--- src/rtl/cpu_mem.sv ---
// MEM pipeline stage: passes EX results through, runs load/store transactions on a
// request/acknowledge data bus, formats load data and stalls upstream until done.
package cpu_mem_pkg;
    typedef enum logic [3:0] {
        OP_NOP, OP_ADD, OP_ORI,
        OP_LB, OP_LBU, OP_LH, OP_LHU, OP_LW,
        OP_SB, OP_SH, OP_SW
    } Oper_t;
endpackage

module cpu_mem
    import cpu_mem_pkg::*;
#(
    parameter int TIMEOUT = 255
) (
    input  logic        clk,
    input  logic        rst,
    input  logic        valid_in,
    input  Oper_t       op,
    input  logic [31:0] ex_ret,
    input  logic [31:0] store_data,
    output logic [31:0] result,
    output logic        stall_req,
    output logic        addr_err,
    output logic        bus_err,
    output logic        dbus_req,
    output logic        dbus_we,
    output logic [3:0]  dbus_be,
    output logic [31:0] dbus_addr,
    output logic [31:0] dbus_wdata,
    input  logic        dbus_ack,
    input  logic [31:0] dbus_rdata
);

    localparam int CW = $clog2(TIMEOUT + 1);

    typedef enum logic [1:0] {S_IDLE, S_BUSY, S_DONE} state_t;

    state_t        state_q;
    logic          dbus_req_q;
    logic          dbus_we_q;
    logic [3:0]    dbus_be_q;
    logic [31:0]   dbus_addr_q;
    logic [31:0]   dbus_wdata_q;
    logic [CW-1:0] cnt_q;
    logic [CW-1:0] cnt_d;
    logic [31:0]   rdata_q;
    Oper_t         op_q;
    logic [1:0]    lo_q;
    logic          abort_q;

    logic        is_load;
    logic        is_store;
    logic        is_half;
    logic        is_word;
    logic        misaligned;
    logic        mem_valid;
    logic [3:0]  be_d;
    logic [31:0] wdata_d;
    logic [7:0]  byte_v;
    logic [15:0] half_v;
    logic [31:0] load_fmt;

    assign is_load    = op inside {OP_LB, OP_LBU, OP_LH, OP_LHU, OP_LW};
    assign is_store   = op inside {OP_SB, OP_SH, OP_SW};
    assign is_half    = op inside {OP_LH, OP_LHU, OP_SH};
    assign is_word    = op inside {OP_LW, OP_SW};
    assign misaligned = (is_half && ex_ret[0]) || (is_word && (ex_ret[1:0] != 2'b00));
    assign mem_valid  = valid_in && (is_load || is_store);
    assign cnt_d      = cnt_q + 1'b1;

    // Store lane steering: replicate data across lanes, enable only the addressed ones.
    always_comb begin
        be_d    = 4'b1111;
        wdata_d = 32'h0;
        case (op)
            OP_SB: begin
                be_d    = 4'b0001 << ex_ret[1:0];
                wdata_d = {4{store_data[7:0]}};
            end
            OP_SH: begin
                be_d    = ex_ret[1] ? 4'b1100 : 4'b0011;
                wdata_d = {2{store_data[15:0]}};
            end
            OP_SW:   wdata_d = store_data;
            default: wdata_d = 32'h0;
        endcase
    end

    assign byte_v = 8'(rdata_q >> {lo_q, 3'b000});
    assign half_v = lo_q[1] ? rdata_q[31:16] : rdata_q[15:0];

    always_comb begin
        load_fmt = rdata_q;
        case (op_q)
            OP_LB:   load_fmt = {{24{byte_v[7]}}, byte_v};
            OP_LBU:  load_fmt = {24'h0, byte_v};
            OP_LH:   load_fmt = {{16{half_v[15]}}, half_v};
            OP_LHU:  load_fmt = {16'h0, half_v};
            OP_LW:   load_fmt = rdata_q;
            default: load_fmt = 32'h0;
        endcase
    end

    always_comb begin
        result    = 32'h0;
        stall_req = 1'b0;
        addr_err  = 1'b0;
        bus_err   = 1'b0;
        if (!rst) begin
            case (state_q)
                S_IDLE: begin
                    if (!mem_valid)      result    = ex_ret;
                    else if (misaligned) addr_err  = 1'b1;
                    else                 stall_req = 1'b1;
                end
                S_BUSY: stall_req = 1'b1;
                S_DONE: begin
                    bus_err = abort_q;
                    result  = abort_q ? 32'h0 : load_fmt;
                end
                default: result = 32'h0;
            endcase
        end
    end

    always_ff @(posedge clk) begin
        if (rst) begin
            state_q      <= S_IDLE;
            dbus_req_q   <= 1'b0;
            dbus_we_q    <= 1'b0;
            dbus_be_q    <= 4'h0;
            dbus_addr_q  <= 32'h0;
            dbus_wdata_q <= 32'h0;
            cnt_q        <= '0;
            rdata_q      <= 32'h0;
            op_q         <= OP_NOP;
            lo_q         <= 2'b00;
            abort_q      <= 1'b0;
        end else begin
            case (state_q)
                S_IDLE: begin
                    if (mem_valid && !misaligned) begin
                        state_q      <= S_BUSY;
                        dbus_req_q   <= 1'b1;
                        dbus_we_q    <= is_store;
                        dbus_be_q    <= be_d;
                        dbus_addr_q  <= {ex_ret[31:2], 2'b00};
                        dbus_wdata_q <= wdata_d;
                        op_q         <= op;
                        lo_q         <= ex_ret[1:0];
                        cnt_q        <= '0;
                        abort_q      <= 1'b0;
                    end
                end
                S_BUSY: begin
                    // An ack on the final counted cycle still wins over the timeout.
                    if (dbus_ack) begin
                        rdata_q    <= dbus_rdata;
                        dbus_req_q <= 1'b0;
                        state_q    <= S_DONE;
                    end else if (cnt_d == CW'(TIMEOUT)) begin
                        dbus_req_q <= 1'b0;
                        abort_q    <= 1'b1;
                        state_q    <= S_DONE;
                    end else begin
                        cnt_q <= cnt_d;
                    end
                end
                S_DONE:  state_q <= S_IDLE;
                default: state_q <= S_IDLE;
            endcase
        end
    end

    assign dbus_req   = dbus_req_q;
    assign dbus_we    = dbus_we_q;
    assign dbus_be    = dbus_be_q;
    assign dbus_addr  = dbus_addr_q;
    assign dbus_wdata = dbus_wdata_q;

endmodule

--- config.mk ---
export PLATFORM = sky130hd
export DESIGN_NAME = cpu_mem
export DESIGN_NICKNAME = d
export VERILOG_FILES = /design/src/rtl/cpu_mem.sv
export SDC_FILE = /design/constraint.sdc
export NUM_CORES = 1
export LEC_CHECK = 0
export BUFFER_PORTS_ARGS = -buffer_cell sky130_fd_sc_hd__buf_2
export CORE_AREA = 8 8 179 96
export DETAILED_ROUTE_END_ITERATION = 8
export DIE_AREA = 0 0 187 104
export GPL_ROUTABILITY_DRIVEN = 0
export PLACE_DENSITY_LB_ADDON = 0.12
export SYNTH_ARGS = -nofsm -noshare
export SYNTH_HDL_FRONTEND = slang
export SYNTH_SLANG_ARGS = --single-unit
--- constraint.sdc ---
create_clock -name clk -period 3.5 [get_ports clk]
set_input_delay 0.525 -clock clk [delete_from_list [all_inputs] [get_ports clk]]
set_output_delay 0.525 -clock clk [all_outputs]
set_load 0.01 [all_outputs]
==> results of run 1 <==
layout make-up:
class                           count  share of cell area, %
Multi-Input combinational cell    521                   41.4
Sequential cell                   117                   31.7
Timing Repair Buffer              222                   15.6
Clock buffer                       20                   6.05
Tap cell                          204                   3.46
Clock inverter                     12                   1.44
Inverter                            6                  0.305
worst min-delay path: cells and delay by family:
family	cells	cell delay, ns
compound gates	1	0.05
simple gates	1	0.04
buf+inv	1	0.09
worst min-delay path by stage:
stage,cells after the start,end,slack (ns)
floorplan,2,rdata_q[0],0.44
global placement,1,dbus_wdata[14],0.44
detailed placement,1,dbus_wdata[12],0.44
CTS,3,rdata_q[8],0.34
global route,3,rdata_q[9],0.35
finish,3,rdata_q[8],0.36
through the flow:
stage          worst slack (ns)  hold slack [ns]  util (%)
6_report                  0.249            0.357      49.7
3_3_place_gp              0.672            0.442      46.0
4_1_cts                   0.242            0.341      49.7
2_1_floorplan             0.959            0.436         -
3_5_place_dp              0.580            0.444      46.0
5_1_grt                   0.103            0.348      49.7
logic make-up (layout without fill, tap and decap cells):
group | after synthesis | in the layout
muxes | 18 | 18
DFF | 117 | 117
buffers and inverters | 71 | 260
xor gates and xnor gates | 3 | 3
adders and majority gates | 3 | 3
other | 1 | 2
and+or+nand+nor | 264 | 264
AOI/OAI and AO/OA | 231 | 231
routing by layer:
layer  routed length (um)  GRT usage [%]
met1                10600           32.3
met2                 8530           28.9
met3                 2220           6.22
met4                  250           4.85
met5                    0              0
flip-flops by register name (all words and copies together) (netlist names):
register    count
state_q         2
dbus_addr      30
op_q            4
rdata_q        32
dbus_we         1
dbus_req        1
cnt_q           8
dbus_wdata     32
dbus_be         4
abort_q         1
lo_q            2
placed cells by master, fill, tap and decap left out, types with 10 or more instances in the layout:
| master | n |
|---|---|
| buf_2 | 206 |
| nand2_1 | 180 |
| dfxtp_1 | 117 |
| a21oi_1 | 103 |
| a22oi_1 | 25 |
| o2bb2ai_1 | 24 |
| clkbuf_16 | 17 |
| mux2_2 | 16 |
| a211o_1 | 16 |
| buf_4 | 16 |
| o21ai_0 | 15 |
| nor2_1 | 14 |
| nand3_1 | 10 |
power by group:
| part | leakage [uW] | switching, uW | internal [uW] |
|---|---|---|---|
| logic | 0.00188 | 267 | 175 |
| registers | 0.000948 | 43.2 | 1380 |
| clock network | 0.000262 | 633 | 993 |
| total | 0.00309 | 944 | 2540 |
timing repair:
action	in CTS	in global routing
hold buffers	0	0
setup endpoints to repair	0	3
gates resized for setup	0	1
==> impl_metrics.yaml, run 1 <==
run_status:
  outcome: "complete, no violations"
worst_setup_path:
  critical-path-top-delay-family: "simple AND/OR/NAND/NOR gates"
  cp_num_buf_inv: 3
  worstSetupPathType: "register to output port"
  slowest_stage: "or3_1"
  startpoint: "state_q[0]"
  reg2reg_to: "rdata_q[17]"
  required_ns: 2.97
  cp-end-kind: "output port"
  r2r_setup_slack_ns: 1.33
  r2r_start: "state_q[0]"
  cp_num_cells: 7
  cp_data_arrival_time_ns: 2.73
  cp-start-kind: "register"
  max_stage_delay_ns: 0.65
  worstPathMaxFanout: 18
  worstPathCellList: "inv_1 -> nand3_1 -> or3_1 -> nor4_4 -> buf_4 -> a211o_1 -> buf_2"
  crit_end: "result[19]"
  r2r_cells: 5
power:
  power.density_nw_per_um2: 472
  p_leak_uw: 0.00309
  power_uw: 3490
  ir_worst_vdd_mv: 0.326
layout:
  fillerInstances: 1477
  multi_input_area_um2: 3060
  fin_cells: 1102
  drive_gt1_share_pct: 31.8
  area_growth_syn_to_layout_pct: 28.7
  seq_area_um2: 2340
  diodes: 0
  final_cell_area_um2: 7380
  nNetsFinal: 991
yosys:
  ys_ff_latch: 117
  async_flop_share_pct: 0
  ys_seq_area_share_pct: 40.8
  synth_commonest_cells: "nand2_1, dfxtp_1, a21oi_1"
  synth_edf_count: 0
  ys_types: 60
  synth_xor_xnor_area_share_pct: 0.458
  synth_top_area_share_pct: 40.8
  avgSynthCellArea_um2: 8.10
  synthAdderAreaFrac_pct: 0.611
  syn_area_um2: 5740
  synthCells: 708
  synth-simple-area-share_pct: 21.2
  synth-compound-area-share_pct: 27.1
  post-synth-top-count-cell: "nand2_1"
  synthMuxAreaShare_pct: 3.71
  synth-main-ff-cell: "dfxtp_1"
  synthTopCellsByArea: "dfxtp_1, nand2_1, a21oi_1"
  synth_top_family_by_area: "compound AO/OA/AOI/OAI gates"
  synth_warnings: 0
  synth_top_cell_by_area: "dfxtp_1"
cts:
  cts_sinks: 117
  clock_latency_ns: 0.40
  cts_tree: "yes"
  clk_path_buf_depth: 2
  htreeDepth: 4
  clockRootBuffer: "clkbuf_16"
  cts_inserted_buffers: 17
  cts_setup_buffers: 0
  cts.clk_slew.worst_paths_ns: 0.06
floorplanning:
  core_area_um2: 14900
  die_w_um: 187
  fp.dieArea_um2: 19400
  start_util_pct: 38.6
  die_h_um: 104
  ioPinCount: 209
  num_rows: 32
hold_path:
  hold_path.class: "input port to register"
  hp-start: "dbus_rdata[8]"
global_routing:
  grt_overflow_total: 0
  grt_pass1_vias: 5901
  grt_use_total_pct: 21.4
  grt_max_degree: 35
  grt_pass1_wl_um: 33600
  antenna_found_initial: 0
drt:
  viasPerCell: 5.59
  drt_iter0_markers: 540
  via_count: 6158
  wirelength_um: 21600
  antenna_left: 0
  wire_per_inst_um: 19.6
  dr.pass1.iters: 5
  drc: 0
timing:
  slew_violations: 0
  finalSetupViolCount: 0
  rsz0062_at_grt: "no"
  slew_headroom_pct: 43.1
  skew_ns: 0.00493
  layout_min_cycle_time_ns: 3.25
  finalSetupTns_ns: 0
  tightest_slew_ns: 0.853
  fin_crit_sh_pct: 92.9
  hold_viol: 0
  max_freq_ghz: 0.308
placement:
  io_buffers: 206
  placedCellCount: 1070
  dpl_cell_area_um2: 6830
  hpwl_um: 16800
flow_run:
  drv_cap: 0
Power figures use the tool's default switching activity.
==> run 2, diff against run 1 <==
==> constraint.sdc (replaced) <==
create_clock -name clk -period 3.5 [get_ports clk]
set_input_delay 0.525 -clock clk [delete_from_list [all_inputs] [get_ports clk]]
set_output_delay 0.525 -clock clk [all_outputs]
set_load 0.02 [all_outputs]
==> run 2 against run 1 <==
First-iteration DRC count grew 11%; combinational power grew 10%; non-clock buffer count shrank 1; highest routed layer is now met5; critical path type unchanged.
==> impl_metrics.yaml, run 2 (synthesis results as in run 1) <==
timing:
  layout_min_cycle_time_ns: 3.29
  finalSetupViolCount: 0
  max_freq_ghz: 0.304
  hold_viol: 0
  fin_crit_sh_pct: 93.9
  tightest_slew_ns: 0.649
  rsz0062_at_grt: "no"
  finalSetupTns_ns: 0
  slew_violations: 0
  slew_headroom_pct: 56.7
  skew_ns: 0.0117
power:
  ir_worst_vdd_mv: 0.315
  power.density_nw_per_um2: 501
  p_leak_uw: 0.00312
global_routing:
  grt_max_degree: 40
  antenna_found_initial: 2
  grt_pass1_vias: 5850
  grt_overflow_total: 0
  grt_pass1_wl_um: 34000
  grt_use_total_pct: 21.7
floorplanning:
  num_rows: 32
  die_h_um: 104
  ioPinCount: 209
  die_w_um: 187
  fp.dieArea_um2: 19400
  core_area_um2: 14900
  start_util_pct: 38.6
flow_run:
  drv_cap: 0
placement:
  io_buffers: 206
  hpwl_um: 16400
  placedCellCount: 1069
worst_setup_path:
  worstPathMaxFanout: 18
  cp-start-kind: "register"
  required_ns: 2.97
  cp_data_arrival_time_ns: 2.76
  worstSetupPathType: "register to output port"
  cp-end-kind: "output port"
  r2r_cells: 4
cts:
  cts_inserted_buffers: 17
  clockRootBuffer: "clkbuf_16"
  clk_path_buf_depth: 2
  cts_tree: "yes"
  clock_latency_ns: 0.41
  htreeDepth: 4
  cts_sinks: 117
  hold_buffers: 0
  cts_setup_buffers: 0
  cts.clk_slew.worst_paths_ns: 0.06
layout:
  nNetsFinal: 990
  area_growth_syn_to_layout_pct: 29.7
  layout_commonest_cell: "buf_2"
  final_cell_mix: "buf_2, nand2_1, dfxtp_1"
  diodes: 0
  drive_gt1_share_pct: 32.0
  fin_cells: 1101
hold_path:
  hold_depth: 3
  hold_path.class: "input port to register"
drt:
  viasPerCell: 5.62
  antenna_left: 0
  drc: 0
  wirelength_um: 21800
  drt_iter0_markers: 597
  wire_per_inst_um: 19.8
  via_count: 6192
  dr.pass1.iters: 5
run_status:
  outcome: "complete, no violations"
==> run 2: cell types whose count changed in the layout (fill, tap and decap cells not counted) <==
cell        previous run  this run
buf_4                 16        15
bufinv_16              1         3
clkbuf_1               2         0
clkinv_2               4         2
clkinv_4               2         3
clkinvlp_4             4         3
inv_6                  1         3
==> run 2: critical path: stages (launching register included) <==
cell	delay (ns)
dfxtp_1	0.43
inv_1	0.16
nand3_1	0.12
or3_1	0.66
nor4_4	0.42
buf_4	0.27
a211o_1	0.14
buf_2	0.17
==> run 2: final timing paths <==
kind / startpoint / end / slack [ns]
hold reg to reg: dbus_addr[12] / dbus_addr[12] / 0.46
setup reg to reg: state_q[0] / cnt_q[6] / 1.50
setup / recovery: state_q[0] / result[16] / 0.21
hold / removal: dbus_rdata[27] / rdata_q[27] / 0.35
==> run 2: repair_timing <==
item / 4_1_cts / 5_1_grt
endpoints found under the hold margin: 0 / 0
endpoints found under the setup margin: 0 / 3
gates resized for setup: 0 / 1
==> run 2: metrics by stage <==
| step | total power (uW) | hold slack [ns] | util, % | area [um^2] | worst slack, ns |
|---|---|---|---|---|---|
| 2_1_floorplan | 1730 | 0.436 | - | 5740 | 0.912 |
| 3_3_place_gp | 1920 | 0.441 | 45.9 | 6820 | 0.653 |
| 3_5_place_dp | 1930 | 0.442 | 45.9 | 6820 | 0.593 |
| 4_1_cts | 3760 | 0.339 | 50.1 | 7430 | 0.163 |
| 5_1_grt | 3870 | 0.343 | 50.1 | 7440 | 0.0587 |
| 6_report | 3730 | 0.352 | 50.1 | 7440 | 0.214 |
==> run 2: metal layers <==
metal | global-route usage, % | share of wire, %
met1 | 32.9 | 51
met2 | 28.7 | 39
met3 | 6.09 | 9.0
met4 | 6.14 | 1.4
met5 | 0 | 0.10
==> run 2: power by group <==
group	switching (uW)	internal (uW)	total, uW
clock	679	1150	1820
combinational	311	174	486
sequential	43.1	1380	1420
==> run 2: final cells by class <==
class | instances | area, um^2
clock inverter | 14 | 175
sequential | 117 | 2340
inverter | 6 | 22.5
tap | 204 | 255
clock buffer | 18 | 439
timing repair buffer | 221 | 1140
multi-input combinational | 521 | 3060
fill | 1488 | 7420
